<file path="src/rtl/frog_river_ctrl.sv">
// River-row log-riding controller: once per frame checks whether the frog's centre
// lies on a log in its lane, emits carry pulses while riding and a drown pulse on a miss.
module frog_river_ctrl #(
  parameter logic [9:0] BLOCKSIZE       = 10'd32,
  parameter logic [9:0] X_OFFSET_RIGHT  = 10'd544,
  parameter logic [3:0] RIVER_ROW_FIRST = 4'd1
) (
  input  logic           clk,
  input  logic           reset_n,
  input  logic           frame_tick,
  input  logic [9:0]     frog_x,
  input  logic [3:0]     frog_row,
  input  logic           frog_respawn,
  input  logic [179:0]   log_x,
  input  logic [59:0]    log_len,
  output logic           on_log,
  output logic           push_right,
  output logic           drown,
  output logic           busy
);

  typedef enum logic [1:0] {S_IDLE, S_SCAN, S_DECIDE, S_DEAD} state_t;

  state_t       r_state, w_next;
  logic [2:0]   r_lane;
  logic [1:0]   r_idx;
  logic         r_hit;
  logic [10:0]  r_centre;
  logic [9:0]   r_prev_x;
  logic         r_on_log, r_push, r_drown;

  logic [7:0][3:0][9:0] w_lx;
  logic [7:0][9:0]      w_ll;
  logic         w_in_river, w_edge, w_hit_k, w_start;
  logic [3:0]   w_row_off;
  logic [2:0]   w_lane;
  logic [10:0]  w_centre, w_sx, w_end;
  logic [9:0]   w_cur_x, w_new_x;
  logic         w_latch, w_drown_d, w_on_log_d, w_push_d;

  // Unused lanes/slots are zero so out-of-range lane indices read harmless values.
  always_comb begin
    w_lx = '0;
    w_ll = '0;
    for (int l = 0; l < 6; l++) begin
      w_ll[l] = log_len[10*l +: 10];
      for (int k = 0; k < 3; k++) w_lx[l][k] = log_x[30*l + 10*k +: 10];
    end
  end

  assign w_in_river = ({1'b0, frog_row} >= {1'b0, RIVER_ROW_FIRST}) &&
                      ({1'b0, frog_row} <= {1'b0, RIVER_ROW_FIRST} + 5'd5);
  assign w_row_off  = frog_row - RIVER_ROW_FIRST;
  assign w_lane     = w_row_off[2:0];
  assign w_centre   = {1'b0, frog_x} + {1'b0, (BLOCKSIZE >> 1)};
  assign w_edge     = {1'b0, frog_x} >= ({1'b0, X_OFFSET_RIGHT} - {1'b0, BLOCKSIZE});

  assign w_sx    = {1'b0, w_lx[r_lane][r_idx]};
  assign w_end   = w_sx + {1'b0, w_ll[r_lane]};
  assign w_hit_k = (r_centre >= w_sx) && (r_centre < w_end);

  assign w_cur_x = w_lx[r_lane][0];
  assign w_new_x = w_lx[w_lane][0];
  assign w_start = (r_state == S_IDLE) && !frog_respawn && frame_tick && w_in_river;

  always_ff @(posedge clk or negedge reset_n) begin
    if (!reset_n) r_state <= S_IDLE;
    else          r_state <= w_next;
  end

  always_comb begin
    w_next = r_state;
    case (r_state)
      S_IDLE: begin
        if (w_start) w_next = (r_on_log && w_edge) ? S_DEAD : S_SCAN;
      end
      S_SCAN: begin
        if (frog_respawn)       w_next = S_IDLE;
        else if (r_idx == 2'd2) w_next = S_DECIDE;
      end
      S_DECIDE: begin
        if (frog_respawn) w_next = S_IDLE;
        else              w_next = r_hit ? S_IDLE : S_DEAD;
      end
      S_DEAD: begin
        if (frog_respawn) w_next = S_IDLE;
      end
      default: w_next = S_IDLE;
    endcase
  end

  always_comb begin
    w_latch    = w_start && !(r_on_log && w_edge);
    w_drown_d  = !frog_respawn &&
                 ((w_start && r_on_log && w_edge) || (r_state == S_DECIDE && !r_hit));
    w_on_log_d = r_on_log;
    if (frog_respawn || r_state == S_DEAD || w_drown_d)                  w_on_log_d = 1'b0;
    else if (r_state == S_IDLE && frame_tick && !w_in_river)             w_on_log_d = 1'b0;
    else if (r_state == S_DECIDE)                                        w_on_log_d = r_hit;
    // A lane reload resynchronises prev_x, so no carry is taken that cycle.
    w_push_d   = r_on_log && (r_state != S_DEAD) && (w_cur_x != r_prev_x) &&
                 !w_latch && !frog_respawn && !w_drown_d;
  end

  always_ff @(posedge clk or negedge reset_n) begin
    if (!reset_n) begin
      r_on_log <= 1'b0;
      r_push   <= 1'b0;
      r_drown  <= 1'b0;
      r_lane   <= '0;
      r_idx    <= '0;
      r_hit    <= 1'b0;
      r_centre <= '0;
      r_prev_x <= '0;
    end else begin
      r_on_log <= w_on_log_d;
      r_push   <= w_push_d;
      r_drown  <= w_drown_d;
      if (w_latch) begin
        r_lane   <= w_lane;
        r_centre <= w_centre;
        r_idx    <= '0;
        r_hit    <= 1'b0;
        r_prev_x <= w_new_x;
      end else begin
        r_prev_x <= w_cur_x;
        if (r_state == S_SCAN) begin
          r_hit <= r_hit | w_hit_k;
          r_idx <= r_idx + 2'd1;
        end
      end
    end
  end

  assign on_log     = r_on_log;
  assign push_right = r_push;
  assign drown      = r_drown;
  assign busy       = (r_state == S_SCAN) || (r_state == S_DECIDE);

endmodule

</file>
<file path="config.mk">
export PLATFORM = sky130hd
export DESIGN_NAME = frog_river_ctrl
export DESIGN_NICKNAME = d
export VERILOG_FILES = /design/src/rtl/frog_river_ctrl.sv
export SDC_FILE = /design/constraint.sdc
export NUM_CORES = 1
export LEC_CHECK = 0
export CORE_ASPECT_RATIO = 2
export CORE_MARGIN = 2
export CORE_UTILIZATION = 37
export DETAILED_ROUTE_END_ITERATION = 12
export GPL_ROUTABILITY_DRIVEN = 0
export PLACE_DENSITY = 0.79
export SLEW_MARGIN = 25
export SYNTH_ARGS = -nofsm -noshare
export SYNTH_HDL_FRONTEND = slang
export SYNTH_SLANG_ARGS = --single-unit
</file>
<file path="constraint.sdc">
create_clock -name clk -period 4.3 [get_ports clk]
set_input_delay 0.86 -clock clk [delete_from_list [all_inputs] [get_ports clk]]
set_output_delay 0.86 -clock clk [all_outputs]
set_load 0.01 [all_outputs]
</file>
== After elaboration in Yosys (flattened, before gate mapping) ==
Cells that the tools add are included.

* Register bits: 32
* Latch bits: 0
* Memory bits (writable): 0
* Bits in read-only memories: 0
* Input bits: 258
* Word-level logic and storage cells: 87
* Memories kept: 0

* Add/subtract/negate cells: 4
* $mul: 0
* Divide/modulo/power cells: 0
* Order comparisons: 8
* Equal/unequal tests: 9
* Shift-type cells: 0
* Multiplexer cells: 24
* Bitwise gates (word level): 1
* Reduce and logical (&&, ||, !) cells: 32

{| class="wikitable"
|+ Operator list
! kind !! number
|-
| $bmux W40 S3 || 2
|-
| $mux W10 || 4
|-
| $mux W40 || 1
|-
| $bmux W10 S3 || 1
|-
| $bmux W10 S2 || 1
|-
| $logic_and A1 B1 Y1 || 18
|-
| $mux W2 || 9
|-
| $add A10 B10 Y11 || 1
|-
| $add A10 B5 Y11 const B || 1
|-
| $ge A11 B10 Y1 || 1
|-
| $lt A11 B11 Y1 || 1
|-
| $ge A10 B10 Y1 const B || 1
|-
| $ne A10 B10 Y1 || 1
|-
| $lt A3 B4 Y1 const B || 2
|-
| $pmux W2 S4 || 1
|-
| $eq A2 B2 Y1 const B || 3
|-
| $logic_not A1 Y1 || 6
|-
| $ne A2 B2 Y1 const B || 3
|-
| $mux W1 || 5
|-
| $ge A4 B1 Y1 const B || 1
|-
| $le A4 B3 Y1 const B || 1
|-
| $logic_or A1 B1 Y1 || 4
|-
| $lt A2 B3 Y1 const B || 1
|-
| $ne A3 B3 Y1 const B || 1
|-
| other kinds (8) || 8
|}

== Longest topological paths before layout ==
Gate-level depths: netlist of the first run.

* Word-level depth: 10
* Gate-level depth with buffers: 22
* Depth with buffers taken out: 18

== Worst setup path before layout of the first run ==
No wires, ideal clock.

* Path kind: register to register
* From: register r_lane[0]
* To: register r_hit
* Setup time: 0.067 ns
* Data arrival time: 4.659 ns
* Required time: 4.233 ns
* Setup slack: -0.425 ns
* Cell stages (with the launch flop): 22
* Path buffers: 5
* Clock period less this slack: 4.725 ns
* Cells stage by stage: dfrtp_1 -> buf_6 -> buf_12 -> buf_4 -> buf_4 -> buf_4 -> mux4_2 -> nand2_1 -> o21ai_0 -> ha_1 -> fa_1 -> a21o_1 -> a21oi_1 -> nor2b_1 -> o21a_1 -> o41a_1 -> xnor2_1 -> ha_1 -> a21o_1 -> a21o_1 -> a2111oi_0 -> o311a_1

* Cells in the longest elaborated chain, start to end: 10
* Elaborated cells between the ends (all ways): 13

{| class="wikitable"
|+ RTL lines
! what !! line !! RTL
|-
| start, declared || 25 || <nowiki>logic [2:0] r_lane;</nowiki>
|-
| start signal, assigned || 120 || <nowiki>r_lane <= w_lane;</nowiki>
|-
| $bmux W40 S3 || 58 || <nowiki>assign w_sx = {1'b0, w_lx[r_lane][r_idx]};</nowiki>
|-
| $mux W40 || - ||
|-
| $bmux W10 S2 || 58 ||
|-
| $mux W10 (implied by the code) || 58 ||
|-
| $add A10 B10 Y11 || 59 || <nowiki>assign w_end = w_sx + {1'b0, w_ll[r_lane]};</nowiki>
|-
| $lt A11 B11 Y1 || 60 || <nowiki>assign w_hit_k = (r_centre >= w_sx) && (r_centre < w_end);</nowiki>
|-
| $logic_and A1 B1 Y1 * || 60 ||
|-
| $or A1 B1 Y1 * || 128 || <nowiki>r_hit <= r_hit | w_hit_k;</nowiki>
|-
| $mux W1 * || 127 || <nowiki>if (r_state == S_SCAN) begin</nowiki>
|-
| $mux W1 * || 119 || <nowiki>if (w_latch) begin</nowiki>
|-
| end signal, assigned || 128 ||
|-
| end, declared || 27 || <nowiki>logic r_hit;</nowiki>
|}

Mark *: on every way between the ends. The rest lies on a longest branch, timed or not. The select of a mux whose other input is x is not followed.
A chain may end at the register's enable or synchronous reset.

== Worst setup path after layout of the first run ==
* From: input log_x[101]
* To: register r_hit

* Cells in the longest elaborated chain, start to end: 10
* Elaborated cells between the ends (all ways): 11

{| class="wikitable"
|+ RTL lines
! what !! line !! RTL
|-
| start, declared || 14 || <nowiki>input logic [179:0] log_x,</nowiki>
|-
| $bmux W40 S3 * || 58 ||
|-
| $mux W40 * || - ||
|-
| $bmux W10 S2 * || 58 ||
|-
| $mux W10 (implied by the code) * || 58 ||
|-
| $add A10 B10 Y11 || 59 ||
|-
| $lt A11 B11 Y1 || 60 ||
|-
| $logic_and A1 B1 Y1 * || 60 ||
|-
| $or A1 B1 Y1 * || 128 ||
|-
| $mux W1 * || 127 ||
|-
| $mux W1 * || 119 ||
|}

Marks and branches as above.

==> impl_metrics.toml, run 1 <==
[power]
switching_share_pct = 45.2
ir_drop_mv = 0.397
p_comb_share_pct = 83.7
power_leakage_nw = 3.71
seq_power_share_pct = 10.3
p_int_mw = 3.31
power_density_nw_per_um2 = 694
p_sw_mw = 2.73
p_clk_share_pct = 6.0

[route]
wirelength_um = 20400
drc = 0
dr.pass1.iters = 5
vias = 5783
drt_iter0_drc = 201
wl_per_cell_um = 19.9
avgViaCountPerCell = 5.65
ant_nets = 0

[die]
die_w_um = 87.0
num_rows = 60
dieArea_um2 = 14800
fp.coreArea_um2 = 13400
initial_utilization_pct = 37.9
pin_count = 262
die_y_um = 170

[finish]
drive_gt1_share_pct = 21.2
stdcell_count = 1024
nFillCells = 1093
utilization_pct = 64.7
seq_area_um2 = 806
final_cell_mix = "clkdlybuf4s50_1, buf_4, nor2_1"
antenna_cells = 0
final_common_cell = "clkdlybuf4s50_1"
final_net_count = 1168
syn_to_final_growth_pct = 70.7
multiInputGateArea_um2 = 4170

[hold_path]
worstHoldStart = "r_centre[10]"
min_path_type = "reg -> reg"

[timing]
fmax_ghz = 0.221
fin_crit_ns = 4.52
relSlewSlack_pct = 47.4
hold_viol_final = 0
setup_slack_ns = -0.222
finalMaxSlewViolations = 0
timing.final.crit_share_pct = 105
rsz0062_at_grt = "yes"
worst_clock_skew_ns = 0.00664
setup_viol = 1
timing_worst_slew_pin_value_ns = 0.788

[critical_path]
critical_path.startpoint_type = "input port"
cp_max_fo = 2
cp-endpoint = "r_hit"
critical_path_class = "in -> reg"
arrival_ns = 4.73
reg2reg_depth = 19
required_ns = 4.51
worstSetupEndpointType = "flop"
worstSetupStartpoint = "log_x[101]"
r2r_slack_ns = -0.15
timing.rr.end = "r_hit"
r2r-start = "r_lane[0]"

[cts]
cts.path.max_buffers = 2
insertion_delay_ns = 0.28
cts-buffers-inserted = 5
root_buffer = "clkbuf_16"
h-tree-depth = 2
clkSlewWorstSetupHoldPaths_ns = 0.05
cts_tree = "yes"
cts.sinks = 32
cts_hold_buffers = 0

[global_routing]
grt_max_degree = 25
grt_pass1_wl_um = 30700
grt_pass1_vias = 6162
antenna_found_initial = 0
grt_use_total_pct = 26.7
grt_overflow_total = 0

[synth]
yosysSeqAreaShare_pct = 15.7
synth-main-ff-cell = "dfrtp_1"
synthCells = 558
yosys_warnings = 0
synth.distinct_cells = 57
synth-edff-count = 0
syn_nets = 858
synth_area_um2 = 5090
async_reset_ff_share_pct = 100
synth-seq-cells = 32
synth.avg_cell_area_um2 = 9.13

[place]
dpl.hpwl_um = 17100
port_buffers = 261
place_inst = 1008

[outcome]
outcome = "finished with violations"
violations = "setup timing"

[job]
max_cap_viol_count = 0
critical path, stage by stage:
cell             delay (ns)
clkdlybuf4s50_1        0.44
mux4_2                 0.52
a21oi_4                0.19
o32ai_4                0.13
fa_2                   0.41
a21o_1                 0.19
a21oi_2                0.14
nor2b_1                0.07
o21a_1                 0.19
o41a_1                 0.40
xnor2_1                0.20
ha_1                   0.27
a21o_1                 0.16
a21o_1                 0.17
a2111oi_4              0.18
o311a_1                0.19
logic make-up (layout without fill, tap and decap cells):
kind of cell / after synthesis / after routing / share of synthesized area, %
AOI/OAI and AO/OA: 137 / 137 / 18.9
muxes: 114 / 114 / 32.9
and+or+nand+nor: 150 / 150 / 12.7
buffers and inverters: 64 / 375 / 6.04
DFF: 32 / 32 / 15.7
xor gates and xnor gates: 19 / 19 / 3.27
adders and majority gates: 42 / 42 / 10.5
Yosys cell counts (4+ instances only):
master / count / area share, %
a21o_1: 10 / 1.5
a21oi_1: 19 / 1.9
a221oi_1: 18 / 3.1
a31oi_1: 8 / 0.98
buf_2: 7 / 0.69
buf_4: 7 / 1.0
clkbuf_1: 20 / 1.5
dfrtp_1: 32 / 16
ha_1: 41 / 10
inv_1: 23 / 1.7
mux2_2: 17 / 3.8
mux2i_1: 56 / 11
mux4_2: 41 / 18
nand2_1: 51 / 3.8
nand2b_1: 5 / 0.61
nand3_1: 9 / 0.88
nor2_1: 59 / 4.3
nor3_1: 8 / 0.79
o21ai_0: 34 / 3.3
o22a_1: 4 / 0.69
o22ai_1: 6 / 0.74
o32a_1: 8 / 1.6
xnor2_1: 10 / 1.7
xor2_1: 9 / 1.5
cell type report:
class,instances,share of cell area (%)
well taps,155,2.23
clock buffers,8,1.68
repair buffers,343,37.9
inverters,24,1.04
multi-input cells,462,47.9
flip-flops and latches,32,9.27
state kept, by name (all words and copies together), names as in the netlist:
signal and cells:
on_log 1, drown 1, push_right 1, r_centre 11, r_hit 1, r_prev_x 10
r_lane 3, r_idx 2, r_state 2
worst min-delay path by stage:
stage	to	slack, ns	cells after the start
after global routing	r_centre[3]	0.57	2
after floorplan	r_centre[10]	0.47	2
final	r_centre[10]	0.54	2
after CTS	r_centre[3]	0.54	2
after detailed placement	r_centre[10]	0.51	2
after global placement	r_centre[10]	0.50	2
routing by layer:
| metal | global-route usage [%] | wire length [um] | vias up | share of wire, % |
|---|---|---|---|---|
| li1 | - | - | 2766 | - |
| met1 | 27.7 | 6970 | 2742 | 34 |
| met2 | 51.7 | 11400 | 229 | 56 |
| met3 | 2.67 | 1130 | 46 | 5.5 |
| met4 | 12.1 | 856 | 0 | 4.2 |
| met5 | 0 | 0 | - | 0 |
metrics by stage:
step / setup TNS (ns) / power (mW) / worst slack [ns] / instance area [um2] / hold slack, ns
2_1_floorplan: -0.172 / 3.63 / -0.172 / 5120 / 0.474
3_3_place_gp: -0.828 / 5.19 / -0.828 / 8310 / 0.504
3_5_place_dp: -0.944 / 5.28 / -0.944 / 8310 / 0.507
4_1_cts: -0.303 / 5.83 / -0.303 / 8560 / 0.539
5_1_grt: -0.394 / 6.53 / -0.394 / 8690 / 0.570
6_report: -0.222 / 6.03 / -0.222 / 8690 / 0.535
timing repair:
action                                  CTS  global route
buffers inserted                          4             4
endpoints found under the setup margin    1             1
gates resized for setup                  45            26
pin swaps                                23            25
hold endpoints to repair                  0             0
power by group through the flow:
stage	Clock [mW]	Combinational [mW]	Sequential, mW
global route	0.372	5.52	0.638
finish	0.359	5.05	0.624
detailed placement	0	4.67	0.611
global placement	0	4.58	0.605
CTS	0.360	4.85	0.612
floorplan	0	3.11	0.525
Power figures use the tool's default switching activity.
==> inputs of run 2 (changes only) <==
--- a/config.mk
+++ b/config.mk
@@ -11,7 +11,6 @@
 export DETAILED_ROUTE_END_ITERATION = 12
 export GPL_ROUTABILITY_DRIVEN = 0
 export PLACE_DENSITY = 0.79
-export SLEW_MARGIN = 25
 export SYNTH_ARGS = -nofsm -noshare
 export SYNTH_HDL_FRONTEND = slang
 export SYNTH_SLANG_ARGS = --single-unit
==> run 2 against run 1 <==
Compared with the run above: the run still ends with setup timing left; maximum frequency unchanged; non-clock buffer count did not move; final cell count is the same; clock skew unchanged; highest routed layer unchanged.
==> impl_metrics.toml, run 2 (same netlist as run 1, synthesis figures left out) <==
[place]
port_buffers = 261
dpl_cell_area_um2 = 8310
dpl.hpwl_um = 17100

[critical_path]
r2r-start = "r_lane[0]"
worstSetupStartpoint = "log_x[101]"
arrival_ns = 4.73
critical_path_class = "in -> reg"
timing.rr.end = "r_hit"
cp-endpoint = "r_hit"
required_ns = 4.51
reg2reg_depth = 19
r2r_slack_ns = -0.15
cp_max_fo = 2
critical_path.startpoint_type = "input port"
worstSetupEndpointType = "flop"

[cts]
cts_tree = "yes"
cts.sinks = 32
root_buffer = "clkbuf_16"
cts-buffers-inserted = 5
insertion_delay_ns = 0.28
cts.path.max_buffers = 2
cts_hold_buffers = 0
h-tree-depth = 2
clkSlewWorstSetupHoldPaths_ns = 0.05

[die]
dieArea_um2 = 14800
die_w_um = 87.0
num_rows = 60
die_y_um = 170
fp.coreArea_um2 = 13400
initial_utilization_pct = 37.9
pin_count = 262

[hold_path]
min_path_type = "reg -> reg"
worstHoldStart = "r_centre[10]"

[finish]
antenna_cells = 0
final_net_count = 1168
top_regs = "r_centre (11), r_prev_x (10), r_lane (3)"
final_cell_mix = "clkdlybuf4s50_1, buf_4, nor2_1"
final_common_cell = "clkdlybuf4s50_1"
syn_to_final_growth_pct = 70.8
regMostFlops = "r_centre"
final_area_um2 = 8700
largest_reg_flops = 11
drive_gt1_share_pct = 21.1
nFillCells = 1092

[route]
ant_nets = 0
dr.pass1.iters = 5
avgViaCountPerCell = 5.65
drt_iter0_drc = 201
wirelength_um = 20400
wl_per_cell_um = 19.9
vias = 5783
drc = 0

[timing]
fmax_ghz = 0.221
fin_setup_tns_ns = -0.222
hold_viol_final = 0
finalMaxSlewViolations = 0
relSlewSlack_pct = 28.3
worst_clock_skew_ns = 0.00664
setup_slack_ns = -0.222
rsz0062_at_grt = "yes"
setup_viol = 1
timing.final.crit_share_pct = 105
fin_crit_ns = 4.52
timing_worst_slew_pin_value_ns = 1.07

[job]
max_cap_viol_count = 0

[outcome]
violations = "setup timing"
outcome = "finished with violations"

[power]
ir_drop_mv = 0.397
power_density_nw_per_um2 = 694
power.total_mw = 6.04
power_leakage_nw = 3.71

[global_routing]
antenna_found_initial = 0
grt_pass1_wl_um = 30700
grt_max_degree = 25
grt_pass1_vias = 6162
grt_use_total_pct = 26.7
grt_overflow_total = 0
## run 2: changes by cell type in the layout (fill, tap and decap cells not counted)
cell,previous run,this run
clkdlybuf4s50_1,240,241
buf_2,1,0
## run 2: worst min-delay path by stage
stage	endpoint	slack (ns)	cells after the start
after floorplan	r_centre[10]	0.47	2
after global placement	r_centre[10]	0.50	2
after detailed placement	r_centre[10]	0.51	2
after CTS	r_centre[3]	0.54	2
after global routing	r_centre[3]	0.57	2
final	r_centre[10]	0.54	2
## run 2: worst max-delay path, cell delays in order
cell             delay [ns]
clkdlybuf4s50_1        0.44
mux4_2                 0.52
a21oi_4                0.19
o32ai_4                0.13
fa_2                   0.41
a21o_1                 0.19
a21oi_2                0.14
nor2b_1                0.07
o21a_1                 0.19
o41a_1                 0.40
xnor2_1                0.20
ha_1                   0.27
a21o_1                 0.16
a21o_1                 0.17
a2111oi_4              0.18
o311a_1                0.19
## run 2: through the flow
stage          instances  hold WS [ns]  util, %  setup WS (ns)
4_1_cts             1020         0.539     63.7         -0.303
6_report            1024         0.535     64.7         -0.222
3_5_place_dp        1008         0.507     61.8         -0.944
2_1_floorplan        558         0.474        -         -0.172
5_1_grt             1024         0.570     64.7         -0.394
3_3_place_gp        1008         0.504     61.8         -0.828
## run 2: layout make-up
cell class,instances,area (um2),share of cell area [%]
timing repair buffer,343,3300,37.9
inverter,24,90.1,1.04
clock buffer,8,146,1.68
sequential,32,806,9.26
multi-input combinational,462,4170,47.9
tap,155,194,2.23
## run 2: report_power, final
group	internal, mW	total (mW)	switching [mW]
clock	0.231	0.359	0.128
sequential	0.441	0.624	0.183
combinational	2.63	5.05	2.42
## run 2: timing repair
| action | CTS | global route |
|---|---|---|
| endpoints found under the setup margin | 1 | 1 |
| buffers inserted | 4 | 4 |
| pin swaps | 23 | 25 |
| gates resized for setup | 45 | 26 |
## run 2: per-layer routing
| metal | routed length (um) | share of wire (%) | up-vias | GRT usage (%) |
|---|---|---|---|---|
| li1 | - | - | 2766 | - |
| met2 | 11400 | 56 | 229 | 51.7 |
| met3 | 1130 | 5.5 | 46 | 2.67 |
| met5 | 0 | 0 | - | 0 |
| met4 | 856 | 4.2 | 0 | 12.1 |
| met1 | 6970 | 34 | 2742 | 27.7 |
==> inputs of run 3 (changes only) <==
--- a/config.mk
+++ b/config.mk
@@ -5,12 +5,14 @@
 export SDC_FILE = /design/constraint.sdc
 export NUM_CORES = 1
 export LEC_CHECK = 0
+export CELL_PAD_IN_SITES_DETAIL_PLACEMENT = 1
+export CELL_PAD_IN_SITES_GLOBAL_PLACEMENT = 1
 export CORE_ASPECT_RATIO = 2
 export CORE_MARGIN = 2
-export CORE_UTILIZATION = 37
+export CORE_UTILIZATION = 27
 export DETAILED_ROUTE_END_ITERATION = 12
 export GPL_ROUTABILITY_DRIVEN = 0
-export PLACE_DENSITY = 0.79
+export PLACE_DENSITY_LB_ADDON = 0.1
 export SYNTH_ARGS = -nofsm -noshare
 export SYNTH_HDL_FRONTEND = slang
 export SYNTH_SLANG_ARGS = --single-unit
==> run 3 against run 2 <==
Compared with the run above: count of clock-buffer cells in the layout shrank 2; combinational power up 12%; first-iteration DRC count is 15% lower; routed wire length increased by 24%; highest routed layer is now met5; total power rose by 11%; worst setup slack barely moved; core utilization decreased by 16 points; the run still ends with setup timing left; maximum frequency about the same; via count is 6.1% higher; sequential cell count unchanged; sequential share of layout area is 0.44 points lower.
==> impl_metrics.toml, run 3 (same netlist as run 1, synthesis figures left out) <==
[power]
switching_share_pct = 45.2
p_sw_mw = 3.03
power_leakage_nw = 3.90
power.total_mw = 6.69
seq_power_share_pct = 9.3
power_density_nw_per_um2 = 733
p_clk_share_pct = 6.2
p_comb_share_pct = 84.6
ir_drop_mv = 0.276
p_int_mw = 3.67

[finish]
syn_to_final_growth_pct = 79.3
final_common_cell = "clkdlybuf4s50_1"
top_regs = "r_centre (11), r_prev_x (10), r_lane (3)"
regMostFlops = "r_centre"
drive_gt1_share_pct = 26.3
largest_reg_flops = 11
final_cell_mix = "clkdlybuf4s50_1, buf_4, nor2_1"
final_net_count = 1215
antenna_cells = 0

[critical_path]
worstSetupEndpointType = "flop"
arrival_ns = 4.74
r2r-start = "r_lane[0]"
critical_path.startpoint_type = "input port"
cp_max_fo = 2
critical_path_class = "in -> reg"
worstSetupStartpoint = "log_x[91]"
required_ns = 4.52

[cts]
insertion_delay_ns = 0.28
cts_hold_buffers = 0
cts.path.max_buffers = 2
cts-buffers-inserted = 5
root_buffer = "clkbuf_16"
h-tree-depth = 2
clkSlewWorstSetupHoldPaths_ns = 0.06
cts_tree = "yes"
cts.sinks = 32

[place]
port_buffers = 261
dpl.hpwl_um = 21000
place_ws_ns = -1.08

[global_routing]
grt_pass1_wl_um = 37600
grt_max_degree = 33
antenna_found_initial = 1
grt_overflow_total = 0
grt_pass1_vias = 7095
grt_use_total_pct = 24.7

[hold_path]
min_path_type = "reg -> reg"
worstHoldStart = "r_centre[3]"

[timing]
rsz0062_at_grt = "yes"
setup_viol = 2
timing.final.crit_share_pct = 105
fmax_ghz = 0.221
fin_crit_ns = 4.52
relSlewSlack_pct = 42.4
finalMaxSlewViolations = 0
hold_viol_final = 0
worst_clock_skew_ns = 0.00427
timing_worst_slew_pin_value_ns = 0.864
setup_slack_ns = -0.222

[die]
pin_count = 262
fp.coreArea_um2 = 18700
initial_utilization_pct = 27.3
num_rows = 71
die_y_um = 198
die_w_um = 101
dieArea_um2 = 20000

[route]
wirelength_um = 25200
dr.pass1.iters = 5
wl_per_cell_um = 22.2
drt_iter0_drc = 170
vias = 6138
ant_nets = 0
avgViaCountPerCell = 5.41
drc = 0

[outcome]
violations = "setup timing"
outcome = "finished with violations"

[job]
max_cap_viol_count = 0
run 3: changes by cell type in the layout (fill, tap and decap cells not counted), moves of 3 or more:
cell / before / now
buf_4: 77 / 126
dlygate4sd2_1: 8 / 17
clkdlybuf4s50_1: 241 / 234
buf_12: 4 / 1
dlymetal6s2s_1: 6 / 0
run 3: path summary, 6_finish.rpt:
path | to | slack, ns | depth (start not counted)
max | r_hit | -0.22 | 19
min | r_centre[3] | 0.54 | 2
max reg2reg | r_hit | -0.19 | 18
min reg2reg | r_centre[3] | 0.54 | 2
max in group asynchronous | r_lane[0] | 2.95 | 2
min in group asynchronous | r_centre[6] | 0.99 | 2
run 3: through the flow:
stage / utilization (%) / instances / hold slack [ns] / setup TNS (ns) / area, um2
3_5_place_dp: 45.5 / 1090 / 0.518 / -1.08 / 8490
6_report: 49.0 / 1135 / 0.536 / -0.244 / 9130
4_1_cts: 48.5 / 1129 / 0.533 / -0.246 / 9050
3_3_place_gp: 45.5 / 1090 / 0.498 / -0.845 / 8490
2_1_floorplan: - / 558 / 0.474 / -0.172 / 5120
5_1_grt: 49.0 / 1135 / 0.573 / -0.536 / 9130
run 3: cell type report:
type / count / area, um2
Clock buffer: 6 / 129
Timing Repair Buffer: 390 / 3570
Clock inverter: 2 / 35.0
Inverter: 24 / 90.1
Sequential cell: 32 / 806
Multi-Input combinational cell: 462 / 4230
Tap cell: 219 / 274
Fill cell: 2160 / 9520
run 3: power groups by stage:
stage	registers, mW	clock network (mW)	logic (mW)
global route	0.638	0.433	6.18
floorplan	0.525	0	3.11
detailed placement	0.616	0	4.99
CTS	0.616	0.422	5.52
global placement	0.606	0	4.78
finish	0.620	0.413	5.66
run 3: per-layer routing:
layer  GRT usage, %  vias up  part of all wire, %
met4           12.4        2                  5.0
met3           3.57       66                  4.9
met1           22.5     2997                   33
met5              0        -                0.052
met2           50.3      224                   57
li1               -     2849                    -
run 3: worst max-delay path: stages:
cell and delay [ns]:
clkdlybuf4s50_1 0.52, mux2i_1 0.09, nand2_1 0.12, o21ai_4 0.10
o21ai_4 0.17, nor2_4 0.07, o32ai_4 0.34, buf_4 0.17
ha_1 0.22, a21o_1 0.19, a21oi_2 0.19, o211ai_1 0.13
a31o_2 0.27, a21oi_2 0.16, xor2_1 0.17, ha_1 0.28
o2111a_1 0.16, a2111oi_4 0.34, o311a_1 0.19
run 3: timing repair:
item / in CTS / in global routing
setup buffers: 33 / 6
setup endpoints to repair: 1 / 2
pin swaps: 33 / 13
resized for setup: 81 / 13
gates cloned: 0 / 0
